## config.mk

```make
export PLATFORM = sky130hd
export DESIGN_NAME = max_stream_driver_flat
export DESIGN_NICKNAME = d
export VERILOG_FILES = /design/src/rtl/max_stream_driver_pkg.sv /design/src/rtl/max_stream_driver_if.sv /design/src/rtl/max_stream_driver_pair_buffer.sv /design/src/rtl/max_stream_driver.sv /design/src/flat_wrapper.sv
export SDC_FILE = /design/constraint.sdc
export NUM_CORES = 1
export LEC_CHECK = 0
export CAP_MARGIN = 20
export CORE_MARGIN = 2
export CORE_UTILIZATION = 40
export DETAILED_ROUTE_END_ITERATION = 6
export SLEW_MARGIN = 20
export SYNTH_ARGS = -nofsm -noshare
export SYNTH_HDL_FRONTEND = slang
export SYNTH_SLANG_ARGS = --single-unit
```

## constraint.sdc

```tcl
create_clock -name clk -period 2.65 [get_ports clk]
set_input_delay 0.265 -clock clk [delete_from_list [all_inputs] [get_ports clk]]
set_output_delay 0.265 -clock clk [all_outputs]
set_load 0.03 [all_outputs]
```

## src/rtl/max_stream_driver_pkg.sv

```systemverilog
// Shared types for the find_MAX operand-stream initiator: FSM encoding,
// opcodes and the buffered operand-pair layout.
package max_stream_driver_pkg;

  localparam int DW = 8;
  localparam int IW = 3;

  typedef enum logic [2:0] {
    IDLE     = 3'd0,
    START    = 3'd1,
    ONE_LEFT = 3'd2,
    SEND     = 3'd3,
    WAIT_FIN = 3'd4
  } state_t;

  localparam logic [IW-1:0] OP_ADD     = 3'b000;
  localparam logic [IW-1:0] OP_SUB     = 3'b001;
  localparam logic [IW-1:0] OP_AND     = 3'b010;
  localparam logic [IW-1:0] OP_OR      = 3'b011;
  localparam logic [IW-1:0] OP_XOR     = 3'b100;
  localparam logic [IW-1:0] OP_SHL     = 3'b101;
  localparam logic [IW-1:0] OP_SHR     = 3'b110;
  localparam logic [IW-1:0] OP_ROL_ADD = 3'b111;

  typedef struct packed {
    logic [DW-1:0] a;
    logic [DW-1:0] b;
    logic [IW-1:0] instr;
  } pair_t;

endpackage

```

## src/rtl/max_stream_driver_if.sv

```systemverilog
// Operand stream toward find_MAX plus its finish/maximum return path.
interface max_stream_driver_if;
  import max_stream_driver_pkg::*;

  logic          start;
  logic          valid;
  logic          one_left;
  logic [DW-1:0] data_a;
  logic [DW-1:0] data_b;
  logic [IW-1:0] instruction;
  logic          finish_in;
  logic [DW-1:0] maximum_in;

  modport master (
    output start, valid, one_left, data_a, data_b, instruction,
    input  finish_in, maximum_in
  );

  modport slave (
    input  start, valid, one_left, data_a, data_b, instruction,
    output finish_in, maximum_in
  );

endinterface

```

## src/rtl/max_stream_driver_pair_buffer.sv

```systemverilog
// Host-loaded operand-pair store; unreset registers, async read by index.
module max_stream_driver_pair_buffer
  import max_stream_driver_pkg::*;
#(
  parameter int DEPTH = 8,
  parameter int AW    = 3
) (
  input  logic          clk,
  input  logic          we,
  input  logic [AW-1:0] waddr,
  input  pair_t         wdata,
  input  logic [AW-1:0] raddr,
  output pair_t         rdata
);

  pair_t mem [DEPTH];

  always_ff @(posedge clk)
    if (we) mem[waddr] <= wdata;

  assign rdata = mem[raddr];

endmodule

```

## src/rtl/max_stream_driver.sv

```systemverilog
// Replays N buffered operand pairs with start/one_left framing, then waits
// (bounded) for finish and captures the returned maximum.
module max_stream_driver
  import max_stream_driver_pkg::*;
#(
  parameter int DEPTH   = 8,
  parameter int AW      = 3,
  parameter int TIMEOUT = 16
) (
  input  logic           clk,
  input  logic           rst_n,
  input  logic           wr_en,
  input  logic [AW-1:0]  wr_addr,
  input  logic [DW-1:0]  wr_data_a,
  input  logic [DW-1:0]  wr_data_b,
  input  logic [IW-1:0]  wr_instr,
  input  logic           go,
  input  logic [AW:0]    count,
  input  logic           stall,
  max_stream_driver_if.master bus,
  output logic           busy,
  output logic           done,
  output logic [DW-1:0]  result,
  output logic           timeout_err
);

  localparam int TW = $clog2(TIMEOUT + 1);

  state_t        state_q, state_d;
  logic [AW:0]   idx_q, idx_d, n_q, n_d;
  logic [TW-1:0] tcnt_q, tcnt_d;
  pair_t         pair_q, pair_d, rd_pair;
  logic          start_q, start_d, valid_q, valid_d, ol_q, ol_d;
  logic          busy_d, done_d, terr_d, launch;
  logic [DW-1:0] result_d;

  max_stream_driver_pair_buffer #(.DEPTH(DEPTH), .AW(AW)) u_buf (
    .clk   (clk),
    .we    (wr_en && !busy),
    .waddr (wr_addr),
    .wdata ('{a: wr_data_a, b: wr_data_b, instr: wr_instr}),
    .raddr (idx_q[AW-1:0]),
    .rdata (rd_pair)
  );

  // Outputs are registered, so each transition computes what the next
  // cycle shows: a beat is launched on the edge that enters its cycle.
  always_comb begin
    state_d  = state_q;
    idx_d    = idx_q;
    n_d      = n_q;
    tcnt_d   = tcnt_q;
    pair_d   = pair_q;
    start_d  = 1'b0;
    valid_d  = 1'b0;
    ol_d     = 1'b0;
    busy_d   = busy;
    done_d   = 1'b0;
    result_d = result;
    terr_d   = timeout_err;
    launch   = 1'b0;
    case (state_q)
      IDLE: if (go && count != '0) begin
        state_d = START;
        n_d     = (count > (AW+1)'(DEPTH)) ? (AW+1)'(DEPTH) : count;
        idx_d   = '0;
        terr_d  = 1'b0;
        start_d = 1'b1;
        busy_d  = 1'b1;
      end
      START: if (n_q == (AW+1)'(1)) begin
        state_d = ONE_LEFT;
        ol_d    = 1'b1;
      end else begin
        state_d = SEND;
        launch  = 1'b1;
      end
      ONE_LEFT: begin
        state_d = SEND;
        launch  = 1'b1;
      end
      SEND: if (idx_q == n_q) begin
        state_d = WAIT_FIN;
        tcnt_d  = '0;
      end else begin
        launch  = 1'b1;
      end
      WAIT_FIN: if (bus.finish_in) begin
        state_d  = IDLE;
        result_d = bus.maximum_in;
        done_d   = 1'b1;
        busy_d   = 1'b0;
      end else if (tcnt_q == TW'(TIMEOUT - 1)) begin
        state_d  = IDLE;
        result_d = '0;
        terr_d   = 1'b1;
        done_d   = 1'b1;
        busy_d   = 1'b0;
      end else begin
        tcnt_d   = tcnt_q + 1'b1;
      end
      default: state_d = IDLE;
    endcase
    // A stalled launch is a bubble: index and data hold.
    if (launch && !stall) begin
      valid_d = 1'b1;
      pair_d  = rd_pair;
      ol_d    = ((AW+1)'(idx_q + (AW+1)'(2)) == n_q);
      idx_d   = idx_q + 1'b1;
    end
  end

  always_ff @(posedge clk or negedge rst_n) begin
    if (!rst_n) begin
      state_q     <= IDLE;
      idx_q       <= '0;
      n_q         <= '0;
      tcnt_q      <= '0;
      pair_q      <= '0;
      start_q     <= 1'b0;
      valid_q     <= 1'b0;
      ol_q        <= 1'b0;
      busy        <= 1'b0;
      done        <= 1'b0;
      result      <= '0;
      timeout_err <= 1'b0;
    end else begin
      state_q     <= state_d;
      idx_q       <= idx_d;
      n_q         <= n_d;
      tcnt_q      <= tcnt_d;
      pair_q      <= pair_d;
      start_q     <= start_d;
      valid_q     <= valid_d;
      ol_q        <= ol_d;
      busy        <= busy_d;
      done        <= done_d;
      result      <= result_d;
      timeout_err <= terr_d;
    end
  end

  assign bus.start       = start_q;
  assign bus.valid       = valid_q;
  assign bus.one_left    = ol_q;
  assign bus.data_a      = pair_q.a;
  assign bus.data_b      = pair_q.b;
  assign bus.instruction = pair_q.instr;

endmodule

```

## src/flat_wrapper.sv

```systemverilog
// flat-port wrapper written by rule: the top's interface ports become plain ports
module max_stream_driver_flat import max_stream_driver_pkg::*;
#(
  parameter int DEPTH   = 8,
  parameter int AW      = 3,
  parameter int TIMEOUT = 16
)
  (clk, rst_n, wr_en, wr_addr, wr_data_a, wr_data_b, wr_instr, go, count, stall, busy, done, result, timeout_err, bus_start, bus_valid, bus_one_left, bus_data_a, bus_data_b, bus_instruction, bus_finish_in, bus_maximum_in);
  max_stream_driver_if bus_i ();
  input  logic clk;
  input  logic rst_n;
  input  logic wr_en;
  input  logic [AW-1:0] wr_addr;
  input  logic [DW-1:0] wr_data_a;
  input  logic [DW-1:0] wr_data_b;
  input  logic [IW-1:0] wr_instr;
  input  logic go;
  input  logic [AW:0] count;
  input  logic stall;
  output logic busy;
  output logic done;
  output logic [DW-1:0] result;
  output logic timeout_err;
  output wire logic [$bits(bus_i.start)-1:0] bus_start;
  output wire logic [$bits(bus_i.valid)-1:0] bus_valid;
  output wire logic [$bits(bus_i.one_left)-1:0] bus_one_left;
  output wire logic [$bits(bus_i.data_a)-1:0] bus_data_a;
  output wire logic [$bits(bus_i.data_b)-1:0] bus_data_b;
  output wire logic [$bits(bus_i.instruction)-1:0] bus_instruction;
  input wire logic [$bits(bus_i.finish_in)-1:0] bus_finish_in;
  input wire logic [$bits(bus_i.maximum_in)-1:0] bus_maximum_in;
  assign bus_start = bus_i.start;
  assign bus_valid = bus_i.valid;
  assign bus_one_left = bus_i.one_left;
  assign bus_data_a = bus_i.data_a;
  assign bus_data_b = bus_i.data_b;
  assign bus_instruction = bus_i.instruction;
  assign bus_i.finish_in = bus_finish_in;
  assign bus_i.maximum_in = bus_maximum_in;
  max_stream_driver #(.DEPTH(DEPTH), .AW(AW), .TIMEOUT(TIMEOUT)) u_core (.clk(clk), .rst_n(rst_n), .wr_en(wr_en), .wr_addr(wr_addr), .wr_data_a(wr_data_a), .wr_data_b(wr_data_b), .wr_instr(wr_instr), .go(go), .count(count), .stall(stall), .bus(bus_i), .busy(busy), .done(done), .result(result), .timeout_err(timeout_err));
endmodule
```

==> report_table.html, run 1 <==
<table>
<tr><th>Metric</th><th>Value</th></tr>
<tr><th colspan="2">Timing</th></tr>
<tr><td>Worst-margin pin slew</td><td>0.689 ns</td></tr>
<tr><td>Final number of setup-violating endpoints</td><td>0</td></tr>
<tr><td>Fmax</td><td>466 MHz</td></tr>
<tr><td>Unrepaired setup endpoints after global routing</td><td>false</td></tr>
<tr><td>Count of endpoints failing hold in the final timing report</td><td>0</td></tr>
<tr><td>Final setup skew</td><td>0.0237 ns</td></tr>
<tr><td>Total negative slack</td><td>0 ns</td></tr>
<tr><td>Max-slew violations</td><td>0</td></tr>
<tr><td>Crit share post-route</td><td>81.0%</td></tr>
<tr><td>Min cycle time layout</td><td>2.15 ns</td></tr>
<tr><td>Worst slew margin relative to its limit</td><td>53.8%</td></tr>
<tr><th colspan="2">Global routing</th></tr>
<tr><td>Maximum number of pins on one net before global-route repair</td><td>43</td></tr>
<tr><td>Total GRT Usage</td><td>15.1%</td></tr>
<tr><td>Antenna violations before repair</td><td>0</td></tr>
<tr><td>Overflow after GRT</td><td>0</td></tr>
<tr><td>Via count of the first global-routing pass</td><td>4,337</td></tr>
<tr><td>Wire length of the first global-routing pass</td><td>24,500 µm</td></tr>
<tr><th colspan="2">CTS</th></tr>
<tr><td>Post-CTS Repair Setup Buffers</td><td>0</td></tr>
<tr><td>CTS resizes</td><td>0</td></tr>
<tr><td>Worst skew pair latency</td><td>0.51 ns</td></tr>
<tr><td>TritonCTS buffer count</td><td>22</td></tr>
<tr><td>Hold-fix buffers at CTS</td><td>1</td></tr>
<tr><td>H-tree levels</td><td>1</td></tr>
<tr><td>CTS Buffer Depth</td><td>3</td></tr>
<tr><td>Clock-pin slew on the worst setup and hold paths</td><td>0.06 ns</td></tr>
<tr><td>Number of sinks driven by the clock tree</td><td>201</td></tr>
<tr><td>Cell chosen for the clock root</td><td>clkbuf_16</td></tr>
<tr><td>Clock tree from TritonCTS</td><td>yes</td></tr>
<tr><th colspan="2">Detailed routing</th></tr>
<tr><td>Overall routed net length</td><td>15,600 µm</td></tr>
<tr><td>Final routed wire length divided by cell count</td><td>20.0 µm</td></tr>
<tr><td>Iteration count of the initial detailed-routing pass</td><td>4</td></tr>
<tr><td>Final routed DRC violation total</td><td>0</td></tr>
<tr><td>Post-route antenna net violation count</td><td>0</td></tr>
<tr><td>Initial detailed-routing violation count</td><td>122</td></tr>
<tr><td>Vias after detailed routing</td><td>3,964</td></tr>
<tr><td>Routed vias/inst</td><td>5.10</td></tr>
<tr><th colspan="2">Power</th></tr>
<tr><td>Power Dens Cells</td><td>1040 mW/mm²</td></tr>
<tr><td>Maximum vdd ir drop</td><td>581 µV</td></tr>
<tr><td>Leakage dissipation</td><td>3.44 nW</td></tr>
<tr><th colspan="2">Setup path</th></tr>
<tr><td>Startpoint type of the worst setup path</td><td>flop</td></tr>
<tr><td>Reg2reg end</td><td>u_core.bus.data_a[6]</td></tr>
<tr><td>R2r startpoint</td><td>u_core.n_q[0]</td></tr>
<tr><td>Peak fanout along the critical path</td><td>10</td></tr>
<tr><td>Endpoint class of the critical path</td><td>flop</td></tr>
<tr><td>R2r worst-path depth</td><td>7</td></tr>
<tr><td>Critical path type</td><td>reg -&gt; reg</td></tr>
<tr><td>Required time at the worst-slack endpoint</td><td>3.03 ns</td></tr>
<tr><td>Setup slack of the most critical reg-to-reg path</td><td>0.50 ns</td></tr>
<tr><td>Arrival time worst endpoint</td><td>2.52 ns</td></tr>
<tr><th colspan="2">Yosys</th></tr>
<tr><td>Number of nets produced by synthesis</td><td>443</td></tr>
<tr><td>Number of synthesized flops with an enable pin</td><td>152</td></tr>
<tr><td>Netlist Area Pre-Place</td><td>0.00799 mm²</td></tr>
<tr><td>Library cells used by synthesis</td><td>49</td></tr>
<tr><td>Post-synthesis sequential element count</td><td>201</td></tr>
<tr><td>Post-synthesis instance total</td><td>399</td></tr>
<tr><td>Part of the Yosys area used for sequential elements</td><td>72.5%</td></tr>
<tr><td>Syn Area/Cell</td><td>20.0 µm²</td></tr>
<tr><td>Primary FF master, synth</td><td>edfxtp_1</td></tr>
<tr><td>Number of warnings printed during yosys synthesis</td><td>0</td></tr>
<tr><td>Async set or reset register ratio after synthesis</td><td>24.4%</td></tr>
<tr><th colspan="2">Final layout</th></tr>
<tr><td>Antenna diode count</td><td>0</td></tr>
<tr><td>Share of layout cells above drive strength 1</td><td>27.1%</td></tr>
<tr><td>Total number of nets in the final design</td><td>540</td></tr>
<tr><td>Post-route insts no fill</td><td>777</td></tr>
<tr><td>Cell area after layout</td><td>0.00980 mm²</td></tr>
<tr><td>Total area of sequential cells</td><td>0.00579 mm²</td></tr>
<tr><td>Filler cell count</td><td>1,652</td></tr>
<tr><td>Syn-to-layout area delta</td><td>22.6%</td></tr>
<tr><td>Final cell utilization of the core</td><td>50.2%</td></tr>
<tr><td>Area occupied by multi-input gates</td><td>0.00206 mm²</td></tr>
<tr><th colspan="2">Place</th></tr>
<tr><td>Area after detailed placement</td><td>0.00909 mm²</td></tr>
<tr><td>RD Place Congestion</td><td>0.719</td></tr>
<tr><td>Half-perimeter wire length of the detailed placement result</td><td>8980 µm</td></tr>
<tr><td>Port Buf Inserts</td><td>72</td></tr>
<tr><td>Placed insts</td><td>736</td></tr>
<tr><th colspan="2">Job</th></tr>
<tr><td>Maximum Capacitance Violations</td><td>0</td></tr>
<tr><th colspan="2">Worst hold path</th></tr>
<tr><td>Hold crit path type</td><td>in -&gt; async</td></tr>
<tr><th colspan="2">Floorplanning</th></tr>
<tr><td>Die X-Extent</td><td>145 µm</td></tr>
<tr><td>Die height</td><td>145 µm</td></tr>
<tr><td>Effective utilization at floorplan</td><td>40.9%</td></tr>
<tr><td>Cell Rows</td><td>51</td></tr>
<tr><td>Total I/O pin count</td><td>73</td></tr>
<tr><td>Core area</td><td>0.0195 mm²</td></tr>
<tr><td>Die area</td><td>0.0211 mm²</td></tr>
<tr><th colspan="2">Outcome</th></tr>
<tr><td>Run status</td><td>finished, final reports clean</td></tr>
</table>
registers in the layout, summed over array words and instances, names as in the netlist:
register                flops
u_core.bus.data_a           8
u_core.bus.data_b           8
u_core.bus.instruction      3
u_core.bus.one_left         1
u_core.bus.start            1
u_core.bus.valid            1
u_core.busy                 1
u_core.done                 1
u_core.idx_q                4
u_core.n_q                  4
u_core.result               8
u_core.state_q              3
u_core.tcnt_q               5
u_core.timeout_err          1
u_core.u_buf.mem          152
critical path: stages (launching register included):
cell and delay, ns:
dfrtp_1 0.42, nor4b_1 0.16, buf_4 0.15, o41a_2 0.48, and2_4 0.20, inv_4 0.06
buf_4 0.23, mux2_4 0.32
kinds of logic after synthesis:
group	Yosys count	synth area share, %
buf+inv	27	1.91
mux	80	17.4
xor+xnor	6	0.752
compound gates	30	3.19
flops	201	72.5
simple gates	51	3.63
fa+ha+maj	4	0.626
layer usage:
layer | up-vias | global-route usage, % | routed length (µm)
met1 | 2061 | 20.0 | 6810
met2 | 92 | 26.0 | 7740
met3 | 21 | 2.66 | 669
met4 | 0 | 4.31 | 337
met5 | - | 0 | 0
li1 | 1790 | - | -
stage by stage:
stage / total power (W) / hold slack, ns / worst slack [ns]
after global placement: 0.00742 / 0.222 / 0.354
after global routing: 0.0107 / 0.250 / 0.425
after floorplan: 0.00651 / -0.0306 / 0.134
after CTS: 0.0104 / 0.229 / 0.490
final: 0.0102 / 0.217 / 0.505
after detailed placement: 0.00748 / 0.216 / 0.288
cell usage in the layout, fill, tap and decap left out, types with 9 or more instances in the layout:
master	Yosys	layout
nand2_1	11	11
edfxtp_1	152	152
nand2b_1	9	9
clkdlybuf4s50_1	0	71
mux2_4	18	18
mux4_2	38	38
mux2_2	20	20
clkbuf_16	0	22
dfrtp_1	49	48
buf_4	0	16
worst max path at each step:
stage	start	to	slack (ns)	cells past startpoint
after global routing	u_core.n_q[0]	u_core.bus.data_a[3]	0.42	7
after detailed placement	stall	u_core.bus.data_a[2]	0.29	7
final	u_core.n_q[0]	u_core.bus.data_a[6]	0.50	7
after global placement	stall	u_core.bus.instruction[1]	0.35	7
after CTS	u_core.n_q[0]	u_core.bus.data_a[6]	0.49	7
after floorplan	u_core.busy	u_core.u_buf.mem[2][0]	0.13	2
where the power goes:
group	internal, W	total (W)	switching (W)	leakage, nW
sequential	0.00376	0.00403	0.000276	1.98
combinational	0.00178	0.00333	0.00155	1.12
clock	0.00167	0.00285	0.00118	0.339
total	0.00720	0.0102	0.00301	3.44
layout make-up:
class | count | area share, %
repair buffers | 91 | 9.04
inverters | 9 | 0.370
clock buffers | 34 | 6.49
well taps | 265 | 3.38
clock inverters | 6 | 0.588
flip-flops and latches | 201 | 59.1
multi-input cells | 171 | 21.0
cells in the mapped netlist, types with 4 or more instances:
| cell | count | share of area (%) |
|---|---|---|
| a22o_1 | 8 | 0.88 |
| buf_2 | 7 | 0.44 |
| inv_1 | 8 | 0.38 |
| dfrtp_1 | 49 | 15 |
| mux2i_1 | 4 | 0.50 |
| xor2_1 | 4 | 0.44 |
| nand2b_1 | 9 | 0.70 |
| o21ai_0 | 5 | 0.31 |
| clkbuf_1 | 5 | 0.23 |
| mux2_4 | 18 | 3.4 |
| mux2_2 | 20 | 2.8 |
| nor2_1 | 8 | 0.38 |
| ha_1 | 4 | 0.63 |
| edfxtp_1 | 152 | 57 |
| mux4_2 | 38 | 11 |
| nand2_1 | 11 | 0.52 |
No activity file was read; power rests on OpenSTA's default activity.
==> run 2: changes to the inputs <==
==> constraint.sdc (replaced) <==
create_clock -name clk -period 2.19 [get_ports clk]
set_input_delay 0.219 -clock clk [delete_from_list [all_inputs] [get_ports clk]]
set_output_delay 0.219 -clock clk [all_outputs]
set_load 0.03 [all_outputs]
==> run 2 against run 1 <==
Effect of this change: non-clock buffer count grew 8; worst setup slack worse by 0.28 ns; wire length is 1.4% higher; design area is 2.9% higher; clock skew down 0.013 ns; maximum frequency rose by 9.1%; clock power increased by 36%; first-iteration DRC count increased by 79%; largest power group unchanged; highest routed layer unchanged.
==> report_table.html, run 2 (same netlist as run 1, synthesis figures left out) <==
<table>
<tr><th>Metric</th><th>Value</th></tr>
<tr><th colspan="2">Worst hold path</th></tr>
<tr><td>Hold crit path type</td><td>in -&gt; async</td></tr>
<tr><th colspan="2">Place</th></tr>
<tr><td>RD Place Congestion</td><td>0.788</td></tr>
<tr><td>Port Buf Inserts</td><td>72</td></tr>
<tr><td>Placed insts</td><td>744</td></tr>
<tr><td>Area after detailed placement</td><td>0.00929 mm²</td></tr>
<tr><td>Half-perimeter wire length of the detailed placement result</td><td>9400 µm</td></tr>
<tr><th colspan="2">CTS</th></tr>
<tr><td>TritonCTS buffer count</td><td>23</td></tr>
<tr><td>Cell chosen for the clock root</td><td>clkbuf_16</td></tr>
<tr><td>CTS Buffer Depth</td><td>3</td></tr>
<tr><td>CTS resizes</td><td>0</td></tr>
<tr><td>Post-CTS Repair Setup Buffers</td><td>0</td></tr>
<tr><td>Worst skew pair latency</td><td>0.51 ns</td></tr>
<tr><td>Clock-pin slew on the worst setup and hold paths</td><td>0.06 ns</td></tr>
<tr><td>Number of sinks driven by the clock tree</td><td>201</td></tr>
<tr><td>H-tree levels</td><td>1</td></tr>
<tr><td>Clock tree from TritonCTS</td><td>yes</td></tr>
<tr><th colspan="2">Setup path</th></tr>
<tr><td>Endpoint class of the critical path</td><td>flop</td></tr>
<tr><td>Startpoint type of the worst setup path</td><td>flop</td></tr>
<tr><td>Peak fanout along the critical path</td><td>9</td></tr>
<tr><td>Required time at the worst-slack endpoint</td><td>2.58 ns</td></tr>
<tr><td>Critical path type</td><td>reg -&gt; reg</td></tr>
<tr><td>Setup slack of the most critical reg-to-reg path</td><td>0.22 ns</td></tr>
<tr><td>Reg2reg end</td><td>u_core.bus.data_a[5]</td></tr>
<tr><td>R2r startpoint</td><td>u_core.state_q[2]</td></tr>
<tr><td>R2r worst-path depth</td><td>6</td></tr>
<tr><td>Arrival time worst endpoint</td><td>2.36 ns</td></tr>
<tr><th colspan="2">Timing</th></tr>
<tr><td>Worst-margin pin slew</td><td>0.694 ns</td></tr>
<tr><td>Final setup skew</td><td>0.0108 ns</td></tr>
<tr><td>Min cycle time layout</td><td>1.97 ns</td></tr>
<tr><td>Fmax</td><td>508 MHz</td></tr>
<tr><td>Worst slew margin relative to its limit</td><td>53.7%</td></tr>
<tr><td>Unrepaired setup endpoints after global routing</td><td>false</td></tr>
<tr><td>Final number of setup-violating endpoints</td><td>0</td></tr>
<tr><td>Crit share post-route</td><td>89.8%</td></tr>
<tr><td>Max-slew violations</td><td>0</td></tr>
<tr><td>Count of endpoints failing hold in the final timing report</td><td>0</td></tr>
<tr><th colspan="2">Final layout</th></tr>
<tr><td>Post-route insts no fill</td><td>786</td></tr>
<tr><td>Filler cell count</td><td>1,604</td></tr>
<tr><td>Area occupied by multi-input gates</td><td>0.00206 mm²</td></tr>
<tr><td>Total area of sequential cells</td><td>0.00579 mm²</td></tr>
<tr><td>Cell area after layout</td><td>0.0101 mm²</td></tr>
<tr><td>Antenna diode count</td><td>0</td></tr>
<tr><td>Most common library cell in the layout ignoring fill and taps</td><td>edfxtp_1</td></tr>
<tr><td>Top reg by flops</td><td>u_core.u_buf.mem</td></tr>
<tr><td>Share of layout cells above drive strength 1</td><td>29.4%</td></tr>
<tr><td>Total number of nets in the final design</td><td>549</td></tr>
<tr><td>Number of flip-flops in the largest register</td><td>152</td></tr>
<tr><td>Syn-to-layout area delta</td><td>26.1%</td></tr>
<tr><td>Highest-count cells in the layout ignoring fill and taps</td><td>edfxtp_1 (152), clkdlybuf4s50_1 (71), dfrtp_1 (48)</td></tr>
<tr><th colspan="2">Global routing</th></tr>
<tr><td>Maximum number of pins on one net before global-route repair</td><td>42</td></tr>
<tr><td>Via count of the first global-routing pass</td><td>4,342</td></tr>
<tr><td>GRT met3 Usage</td><td>3.01%</td></tr>
<tr><td>Met2 demand-to-capacity share in global routing</td><td>25.8%</td></tr>
<tr><td>Total GRT Usage</td><td>15.3%</td></tr>
<tr><td>Wire length of the first global-routing pass</td><td>25,000 µm</td></tr>
<tr><td>Busiest layer in global routing</td><td>met2</td></tr>
<tr><td>Antenna violations before repair</td><td>0</td></tr>
<tr><td>Routing usage on met1</td><td>20.4%</td></tr>
<tr><td>Overflow after GRT</td><td>0</td></tr>
<tr><th colspan="2">Detailed routing</th></tr>
<tr><td>Vias after detailed routing</td><td>3,962</td></tr>
<tr><td>Overall routed net length</td><td>15,800 µm</td></tr>
<tr><td>Initial detailed-routing violation count</td><td>218</td></tr>
<tr><td>Final routed DRC violation total</td><td>0</td></tr>
<tr><td>Post-route antenna net violation count</td><td>0</td></tr>
<tr><td>Final routed wire length divided by cell count</td><td>20.1 µm</td></tr>
<tr><td>Routed vias/inst</td><td>5.04</td></tr>
<tr><td>Iteration count of the initial detailed-routing pass</td><td>4</td></tr>
<tr><th colspan="2">Power</th></tr>
<tr><td>Leakage dissipation</td><td>3.55 nW</td></tr>
<tr><td>Power Dens Cells</td><td>1290 mW/mm²</td></tr>
<tr><td>Maximum vdd ir drop</td><td>571 µV</td></tr>
<tr><th colspan="2">Floorplanning</th></tr>
<tr><td>Cell Rows</td><td>51</td></tr>
<tr><td>Effective utilization at floorplan</td><td>40.9%</td></tr>
<tr><td>Core area</td><td>0.0195 mm²</td></tr>
<tr><td>Die area</td><td>0.0211 mm²</td></tr>
<tr><td>Die height</td><td>145 µm</td></tr>
<tr><td>Total I/O pin count</td><td>73</td></tr>
<tr><td>Die X-Extent</td><td>145 µm</td></tr>
<tr><th colspan="2">Job</th></tr>
<tr><td>Maximum Capacitance Violations</td><td>0</td></tr>
<tr><th colspan="2">Outcome</th></tr>
<tr><td>Run status</td><td>finished, final reports clean</td></tr>
</table>
-- run 2: repair_timing --
item	CTS	global route
endpoints found under the setup margin	0	0
hold buffers	1	0
hold endpoints to repair	25	0
-- run 2: power by group --
part / switching (W) / internal, W / leakage (nW)
clock: 0.00148 / 0.00239 / 0.374
combinational: 0.00194 / 0.00231 / 1.19
sequential: 0.000315 / 0.00455 / 1.98
-- run 2: critical path, cell delays in order, from the launching register on --
cell and delay [ns]:
dfrtp_1 0.45, or4b_1 0.53, o41a_2 0.14, and2_4 0.18, inv_4 0.10, buf_12 0.16
mux2_4 0.30
-- run 2: through the flow --
stage | setup slack [ns] | hold WS (ns) | TNS [ns] | util, % | power (W)
floorplan | -0.0769 | -0.0766 | -4.25 | - | 0.00787
global placement | 0.0317 | 0.300 | 0 | 47.6 | 0.00918
detailed placement | 0.0269 | 0.307 | 0 | 47.6 | 0.00926
CTS | 0.224 | 0.315 | 0 | 51.6 | 0.0132
global route | 0.175 | 0.323 | 0 | 51.6 | 0.0136
finish | 0.223 | 0.302 | 0 | 51.6 | 0.0130
-- run 2: layer usage --
metal | wire [µm] | up-vias
li1 | - | 1817
met1 | 7080 | 2027
met2 | 7730 | 93
met3 | 677 | 25
met4 | 293 | 0
met5 | 0 | -
-- run 2: final cells by class --
cell class	instances	area share, %
clock buffer	24	5.75
clock inverter	17	1.95
inverter	9	0.360
multi-input combinational	171	20.4
sequential	201	57.5
tap	265	3.29
timing repair buffer	99	10.8
-- run 2: how the worst max path moves through the flow --
stage	startpoint	to	slack (ns)	cells past startpoint
global placement	stall	u_core.bus.data_a[2]	0.03	7
global route	u_core.state_q[2]	u_core.bus.data_a[5]	0.17	6
floorplan	u_core.busy	u_core.u_buf.mem[1][0]	-0.08	2
CTS	u_core.state_q[2]	u_core.bus.data_a[5]	0.22	6
finish	u_core.state_q[2]	u_core.bus.data_a[5]	0.22	6
detailed placement	stall	u_core.bus.data_a[5]	0.03	7
==> run 3: changes to the inputs <==
--- a/config.mk
+++ b/config.mk
@@ -9,7 +9,7 @@
 export CORE_MARGIN = 2
 export CORE_UTILIZATION = 40
 export DETAILED_ROUTE_END_ITERATION = 6
-export SLEW_MARGIN = 20
+export SLEW_MARGIN = 10
 export SYNTH_ARGS = -nofsm -noshare
 export SYNTH_HDL_FRONTEND = slang
 export SYNTH_SLANG_ARGS = --single-unit
==> results of run 3 <==
Same layout as run 2: the final DEF is identical, and so are final timing and power.
